==> config.mk <==
export PLATFORM = sky130hd
export DESIGN_NAME = booth2_pp_resolver
export DESIGN_NICKNAME = d
export VERILOG_FILES = /design/src/rtl/booth2_pp_resolver.sv
export SDC_FILE = /design/constraint.sdc
export NUM_CORES = 1
export LEC_CHECK = 0
export CAP_MARGIN = 10
export CORE_MARGIN = 5
export CORE_UTILIZATION = 45
export CTS_CLUSTER_DIAMETER = 120
export DETAILED_ROUTE_END_ITERATION = 10
export PLACE_DENSITY = 0.77
export SLEW_MARGIN = 20
export SYNTH_ARGS = -nofsm -noshare
export SYNTH_HDL_FRONTEND = slang
export SYNTH_SLANG_ARGS = --single-unit
==> constraint.sdc <==
create_clock -name sys_clk -period 3.5 [get_ports sys_clk]
set_input_delay 0.525 -clock sys_clk [delete_from_list [all_inputs] [get_ports sys_clk]]
set_output_delay 0.525 -clock sys_clk [all_outputs]
set_load 0.01 [all_outputs]
==> src/rtl/booth2_pp_resolver.sv <==
// booth2_pp_resolver: consumer end of the Booth2 compressor. Captures the two
// compressed partial products and aligns PPout2 to weight 2^2. A slice-serial
// carry-propagate adder then resolves them into the 16-bit product, which is
// returned through a valid/ready handshake.
module booth2_pp_resolver #(
  parameter int SLICE_W = 4
) (
  input  logic        sys_clk,
  input  logic        sys_rst_n,
  input  logic        in_valid,
  output logic        in_ready,
  input  logic [15:0] pp1_in,
  input  logic [13:0] pp2_in,
  output logic        out_valid,
  input  logic        out_ready,
  output logic [15:0] product,
  output logic        busy
);

  localparam int NSLICE = 16 / SLICE_W;
  localparam int CW     = (NSLICE > 1) ? $clog2(NSLICE) : 1;
  localparam logic [CW-1:0] LAST = CW'(NSLICE - 1);

  // Only widths that tile the 16-bit word exactly are supported.
  generate
    if (!(SLICE_W == 1 || SLICE_W == 2 || SLICE_W == 4 ||
          SLICE_W == 8 || SLICE_W == 16)) begin : g_bad_slice_w
      $error("booth2_pp_resolver: SLICE_W must be 1, 2, 4, 8 or 16");
    end
  endgenerate

  typedef enum logic [1:0] {
    IDLE = 2'd0,
    ADD  = 2'd1,
    DONE = 2'd2
  } state_t;

  state_t            state_q;
  logic [15:0]       a_q;
  logic [15:0]       b_q;
  logic [15:0]       res_q;
  logic [15:0]       prod_q;
  logic [CW-1:0]     cnt_q;
  logic              cy_q;
  logic              rdy_q;
  logic              vld_q;
  logic              busy_q;

  logic [SLICE_W-1:0] sa;
  logic [SLICE_W-1:0] sb;
  logic [SLICE_W:0]   sum;
  logic [15:0]        res_d;
  logic               cy_d;

  // One slice of the ripple adder: pick slice cnt_q of both operands, add with
  // the carry from the previous slice, and merge the sum into the running result.
  always_comb begin
    sa    = '0;
    sb    = '0;
    res_d = res_q;
    for (int s = 0; s < NSLICE; s++) begin
      if (cnt_q == CW'(s)) begin
        sa = a_q[s*SLICE_W +: SLICE_W];
        sb = b_q[s*SLICE_W +: SLICE_W];
      end
    end
    sum  = {1'b0, sa} + {1'b0, sb} + {{SLICE_W{1'b0}}, cy_q};
    cy_d = sum[SLICE_W];
    for (int s = 0; s < NSLICE; s++) begin
      if (cnt_q == CW'(s)) begin
        res_d[s*SLICE_W +: SLICE_W] = sum[SLICE_W-1:0];
      end
    end
  end

  // Control FSM with registered handshake outputs. The product register loads
  // only on entry to DONE, so it never shows a partially resolved sum. The
  // carry out of the top slice is dropped: the sign encoding produces it legally.
  always_ff @(posedge sys_clk or negedge sys_rst_n) begin
    if (!sys_rst_n) begin
      state_q <= IDLE;
      a_q     <= '0;
      b_q     <= '0;
      res_q   <= '0;
      prod_q  <= '0;
      cnt_q   <= '0;
      cy_q    <= 1'b0;
      rdy_q   <= 1'b0;
      vld_q   <= 1'b0;
      busy_q  <= 1'b0;
    end else begin
      case (state_q)
        IDLE: begin
          rdy_q <= 1'b1;
          if (in_valid && rdy_q) begin
            a_q     <= pp1_in;
            b_q     <= {pp2_in, 2'b00};
            res_q   <= '0;
            cy_q    <= 1'b0;
            cnt_q   <= '0;
            rdy_q   <= 1'b0;
            busy_q  <= 1'b1;
            state_q <= ADD;
          end
        end
        ADD: begin
          res_q <= res_d;
          cy_q  <= cy_d;
          cnt_q <= cnt_q + 1'b1;
          if (cnt_q == LAST) begin
            prod_q  <= res_d;
            vld_q   <= 1'b1;
            cnt_q   <= '0;
            state_q <= DONE;
          end
        end
        DONE: begin
          if (out_ready) begin
            vld_q   <= 1'b0;
            busy_q  <= 1'b0;
            rdy_q   <= 1'b1;
            state_q <= IDLE;
          end
        end
        default: begin
          vld_q   <= 1'b0;
          busy_q  <= 1'b0;
          rdy_q   <= 1'b0;
          state_q <= IDLE;
        end
      endcase
    end
  end

  assign in_ready  = rdy_q;
  assign out_valid = vld_q;
  assign product   = prod_q;
  assign busy      = busy_q;

endmodule

Yosys cells after proc, flatten, opt, wreduce, memory -nomap -nowiden
Index checks and enable logic that the tools add are counted.
Operators by class
  muxes and demuxes: 31
  add/sub/neg operators: 3
  bitwise gates (word level): 2
  equal/unequal tests: 8
  reductions and logical operators: 11
Operator list (number)
  $mux W4: 12
  $pmux W16 S2: 1
  $mux W16: 1
  $mux W2: 5
  $pmux W1 S3: 3
  $reduce_and A3 Y1: 3
  $reduce_and A2 Y1: 4
  $eq A2 B2 Y1 const B: 3
  $mux W1: 6
  $ne A2 B2 Y1 const B: 3
  $pmux W2 S3: 1
  $add A4 B4 Y5: 1
  $add A5 B1 Y5: 1
  $eq A2 B1 Y1 const B: 2
  $logic_not A2 Y1: 2
  $pmux W2 S2: 1
  $add A2 B1 Y2 const B: 1
  $not A1 Y1: 2
  $pmux W1 S2: 1
  $reduce_bool A2 Y1: 1
  $logic_and A1 B1 Y1: 1
Storage, ports and cells
  logic and storage cells: 65
  output and inout port bits: 19
  flip-flop bits (word level): 70

Depth between registers and ports, before layout
  depth after elaboration: 9
  mapped depth: 13
  gate-level depth less buffers: 13

Worst setup path before layout
OpenSTA, ideal clock, no wires.
  path type: register to register
  from: reg cnt_q[0]
  to: reg res_q[1]
  library setup time: 0.122 ns
  data arrival time: 2.588 ns
  data required time: 3.378 ns
  clock period less this slack: 2.710 ns
  slack: 0.790 ns
  stages on the path, launching flop included: 12
  cells stage by stage: dfrtp_1 -> inv_1 -> ha_1 -> clkbuf_1 -> nand2_1 -> o21ai_0 -> a22oi_1 -> fa_1 -> inv_1 -> fa_1 -> clkbuf_1 -> a32o_1
On the way
  longest elaborated chain between the ends: 9
Ends and longest elaborated chain
  start: declaration: line 43  | logic [CW-1:0] cnt_q;
  start signal: assignment: line 109  | cnt_q <= cnt_q + 1'b1;
  $logic_not A2 Y1: line 62, 70
  $mux W4 (4 in series): line 62  | if (cnt_q == CW'(s)) begin
  $add A4 B4 Y5: line 67  | sum = {1'b0, sa} + {1'b0, sb} + {{SLICE_W{1'b0}}, cy_q};
  $add A5 B1 Y5: line 67
  $mux W4 *: line 70  | if (cnt_q == CW'(s)) begin
  $pmux W16 S2 *: line 92  | case (state_q)
  end signal: assignment: line 107  | res_q <= res_d;
  end: declaration: line 41  | logic [15:0] res_q;
Every way passes the cells marked *; elsewhere a longest branch is shown, timed or not.
A chain may end at the register's enable or synchronous reset.

Worst setup path after layout
  from: reg cnt_q[0]
  to: reg prod_q[9] (netlist: product[9])
On the way
  longest elaborated chain between the ends: 8
Ends and longest elaborated chain
  $logic_not A2 Y1: line 62
  $mux W4 (4 in series): line 62
  $add A4 B4 Y5: line 67
  $add A5 B1 Y5: line 67
  $mux W4: line 70
  end signal: assignment: line 111  | prod_q <= res_d;
  end: declaration: line 42  | logic [15:0] prod_q;
Parallel ways exist; a longest one is shown, timed or not.

==> summary.txt <==
Yosys
  – Top cell type's share of synthesized area: 0.544
  – Synth unique cells: 33
  – Synth top area cells: dfrtp_1 (54%), mux2_2 (11%), nand2_1 (6.2%)
  – Number of synthesized flops with an enable pin: 0
  – YS warnings: 0
  – Mapped Area: 3040 sq um
  – Synth Flop Type: dfrtp_1
  – Sequential area share after synthesis: 0.544
  – Most frequent cell after synthesis: dfrtp_1
  – Post-Syn Nets: 323
  – Synth top cells by count: dfrtp_1 (66), nand2_1 (50), o21ai_0 (35), mux2_2 (29), a21oi_1 (17)
  – Synth area leader: dfrtp_1
  – Mapped Avg Cell Area: 10.8 sq um
  – Synthesized flop and latch total: 66
  – Ys async rst share: 1.00
  – Syn Inst Count: 280

Global route
  – Number of global-route vias before repair: 2331
  – Overall global routing resource usage: 0.163
  – Wire length of the first global-routing pass: 10800 um
  – Initial antenna violation count: 0
  – GRT overflow: 0
  – Pin count of the biggest net entering global routing: 51

Power and ir drop
  – Clock Power Share: 0.154
  – Sw frac: 0.391
  – Psw: 1.50 mW
  – Sequential share of power: 0.347
  – Int Pwr: 2.34 mW
  – Combinational Power Share: 0.499
  – Total power: 3.84 mW
  – Power Dens Cells: 1010 nW/um^2
  – Leak Pwr: 1.65 nW
  – VDD IR max: 0.375 mV

Timing
  – RSZ-0062 raised after global routing: no
  – Fmax: 332 MHz
  – Fin. max-slew vios: 0
  – Final Hold Viols: 0
  – Min Tclk post-route: 3.02 ns
  – Rel. slew slack: 0.534
  – Least-Margin Pin Slew: 0.698 ns
  – Period utilisation layout: 0.861
  – Final setup fails: 0
  – Clk_skew: 0.0103 ns
  – Setup TNS Final: 0 ns

Floorplanning
  – Chip Height: 92.1 um
  – Initial Util: 0.454
  – Die area: 8490 sq um
  – Die W: 92.1 um
  – Ports: 53
  – Core area: 6680 sq um
  – Row count: 30

Finish
  – Layout cell share with drive strength beyond 1: 0.158
  – Area added between synthesis and finish: 25.6%
  – Nets: 376
  – Post-route cell area: 3810 sq um
  – Antenna diode count: 0

Routing
  – Routed vias/inst: 5.30
  – Final wirelength: 6250 um
  – 1st-iter DRT viols: 120
  – 1st-pass router iterations: 4
  – Wire length on met3: 324 um
  – Met1 WL: 2820 um
  – Via count: 2203
  – Met2 wire len: 2980 um
  – Final ANT Viol Nets: 0
  – Wirelength per Cell: 15.0 um
  – DR top layer: met4
  – Drt drc: 0

Critical path
  – Slowest cell on crit path: fa_1
  – Crit path DAT: 3.19 ns
  – CP max stage delay: 0.54 ns
  – Startpoint Class: flop
  – Worst Path Required: 3.68 ns
  – Max FO, Critical Path: 13
  – Crit-path cells: inv_1, ha_1, buf_4, a22oi_1, nor2_1, a21oi_1, fa_1, inv_1, fa_1, mux2i_1, o21ai_0
  – Top delay family on crit path: adder cells
  – Worst Path Buf+Inv: 3
  – Crit. End Element: flop
  – Critical path class: flop to flop

CTS
  – H-tree depth: 3
  – Number of clock sinks: 66
  – CTS root buffer: clkbuf_8
  – Worst-path clk slew: 0.07 ns
  – Clock latency on the worst-skew pair: 0.35 ns
  – Num CTS Buffers: 9
  – TritonCTS clock tree: yes
  – CTS max path bufs: 2

Place
  – I/O Buffers: 52
  – Placed Area: 3630 sq um
  – Placer Congestion: 0.817
  – Post-DP HPWL: 4540 um

Hold path
  – Hold crit path type: input pin to asynchronous set/reset pin

Flow run
  – Maxcap violations: 0

Run status
  – Status: finished clean
==> final cells by class <==
class | count | area (sq um)
Fill cell | 614 | 2870
Sequential cell | 66 | 1650
Multi-Input combinational cell | 191 | 1290
Timing Repair Buffer | 59 | 571
Clock buffer | 10 | 128
Tap cell | 80 | 100
Clock inverter | 4 | 45.0
Inverter | 6 | 22.5
==> flip-flops by register name, summed over array words and instances, names as in the netlist <==
signal / cells
busy: 1
cy_q: 1
a_q: 16
out_valid: 1
state_q: 2
in_ready: 1
product: 16
res_q: 12
b_q: 14
cnt_q: 2
==> per-layer routing <==
metal	track usage	vias to the layer above
li1	-	1079
met1	0.204	1056
met2	0.259	56
met3	0.0402	12
met4	0.0879	0
met5	0	-
==> cell usage in the layout (no fill, tap or decap), types with 2 or more instances in the layout <==
master and count:
a22oi_1 3, nor2_1 6, ha_1 7, a21o_1 2, clkinv_2 3, clkdlybuf4s50_1 51
dfrtp_1 66, fa_1 2, o21ai_0 35, or3_1 2, a31oi_1 3, mux2i_1 6
buf_4 8, clkbuf_8 9, nor2b_1 2, a21oi_1 17, nand2_1 50, nand3_1 3
mux2_2 29, inv_1 6, a32o_1 3, nand2b_1 5, o31ai_1 2, nand3b_1 5
==> final timing paths <==
check	from	to	slack [ns]	depth (start not counted)
min in group sys_clk	res_q[2]$_DFFE_PN0P_	res_q[2]$_DFFE_PN0P_	0.47	2
max in group asynchronous	sys_rst_n	b_q[7]$_DFFE_PN0P_	2.63	2
worst max register to register	cnt_q[0]$_DFFE_PN0P_	product[9]$_DFFE_PN0P_	0.48	11
worst min register to register	res_q[2]$_DFFE_PN0P_	res_q[2]$_DFFE_PN0P_	0.47	2
worst max-delay path	cnt_q[0]$_DFFE_PN0P_	product[9]$_DFFE_PN0P_	0.48	11
worst min-delay path	sys_rst_n	product[9]$_DFFE_PN0P_	0.20	1
==> cell families after synthesis <==
logic type / Yosys count / share of synthesized area
and+or+nand+nor: 76 / 0.113
AOI/OAI and AO/OA: 69 / 0.129
DFF: 66 / 0.544
muxes: 36 / 0.132
buffers and inverters: 23 / 0.0367
adders and majority gates: 9 / 0.0420
xor gates and xnor gates: 1 / 0.00289
==> metrics by stage <==
stage | setup slack, ns | instances | utilization | hold slack (ns)
after CTS | 0.360 | 416 | 0.569 | 0.421
final | 0.485 | 416 | 0.571 | 0.205
after global routing | 0.170 | 416 | 0.571 | 0.255
after detailed placement | 0.398 | 402 | 0.543 | 0.465
after floorplan | 0.790 | 280 | - | 0.229
after global placement | 0.472 | 402 | 0.543 | 0.459
==> worst reg2reg max path, stage by stage (launching register included) <==
cell and delay (ns):
dfrtp_1 0.41, inv_1 0.11, ha_1 0.47, buf_4 0.27, a22oi_1 0.10, nor2_1 0.09
a21oi_1 0.06, fa_1 0.41, inv_1 0.08, fa_1 0.54, mux2i_1 0.20, o21ai_0 0.11
==> repair_timing <==
action                                  4_1_cts  5_1_grt
endpoints found under the setup margin        0        1
hold endpoints to repair                      0        0
buffers inserted                              0        0
gates resized for setup                       0        1
hold buffers                                  0        0
==> power groups by stage <==
stage | Sequential, mW | Combinational (mW) | Clock (mW)
floorplan | 1.32 | 1.27 | 0
detailed placement | 1.35 | 1.90 | 0
global route | 1.38 | 2.17 | 0.636
global placement | 1.34 | 1.85 | 0
finish | 1.33 | 1.92 | 0.591
CTS | 1.34 | 1.91 | 0.603
No activity file was read; power rests on OpenSTA's default activity.
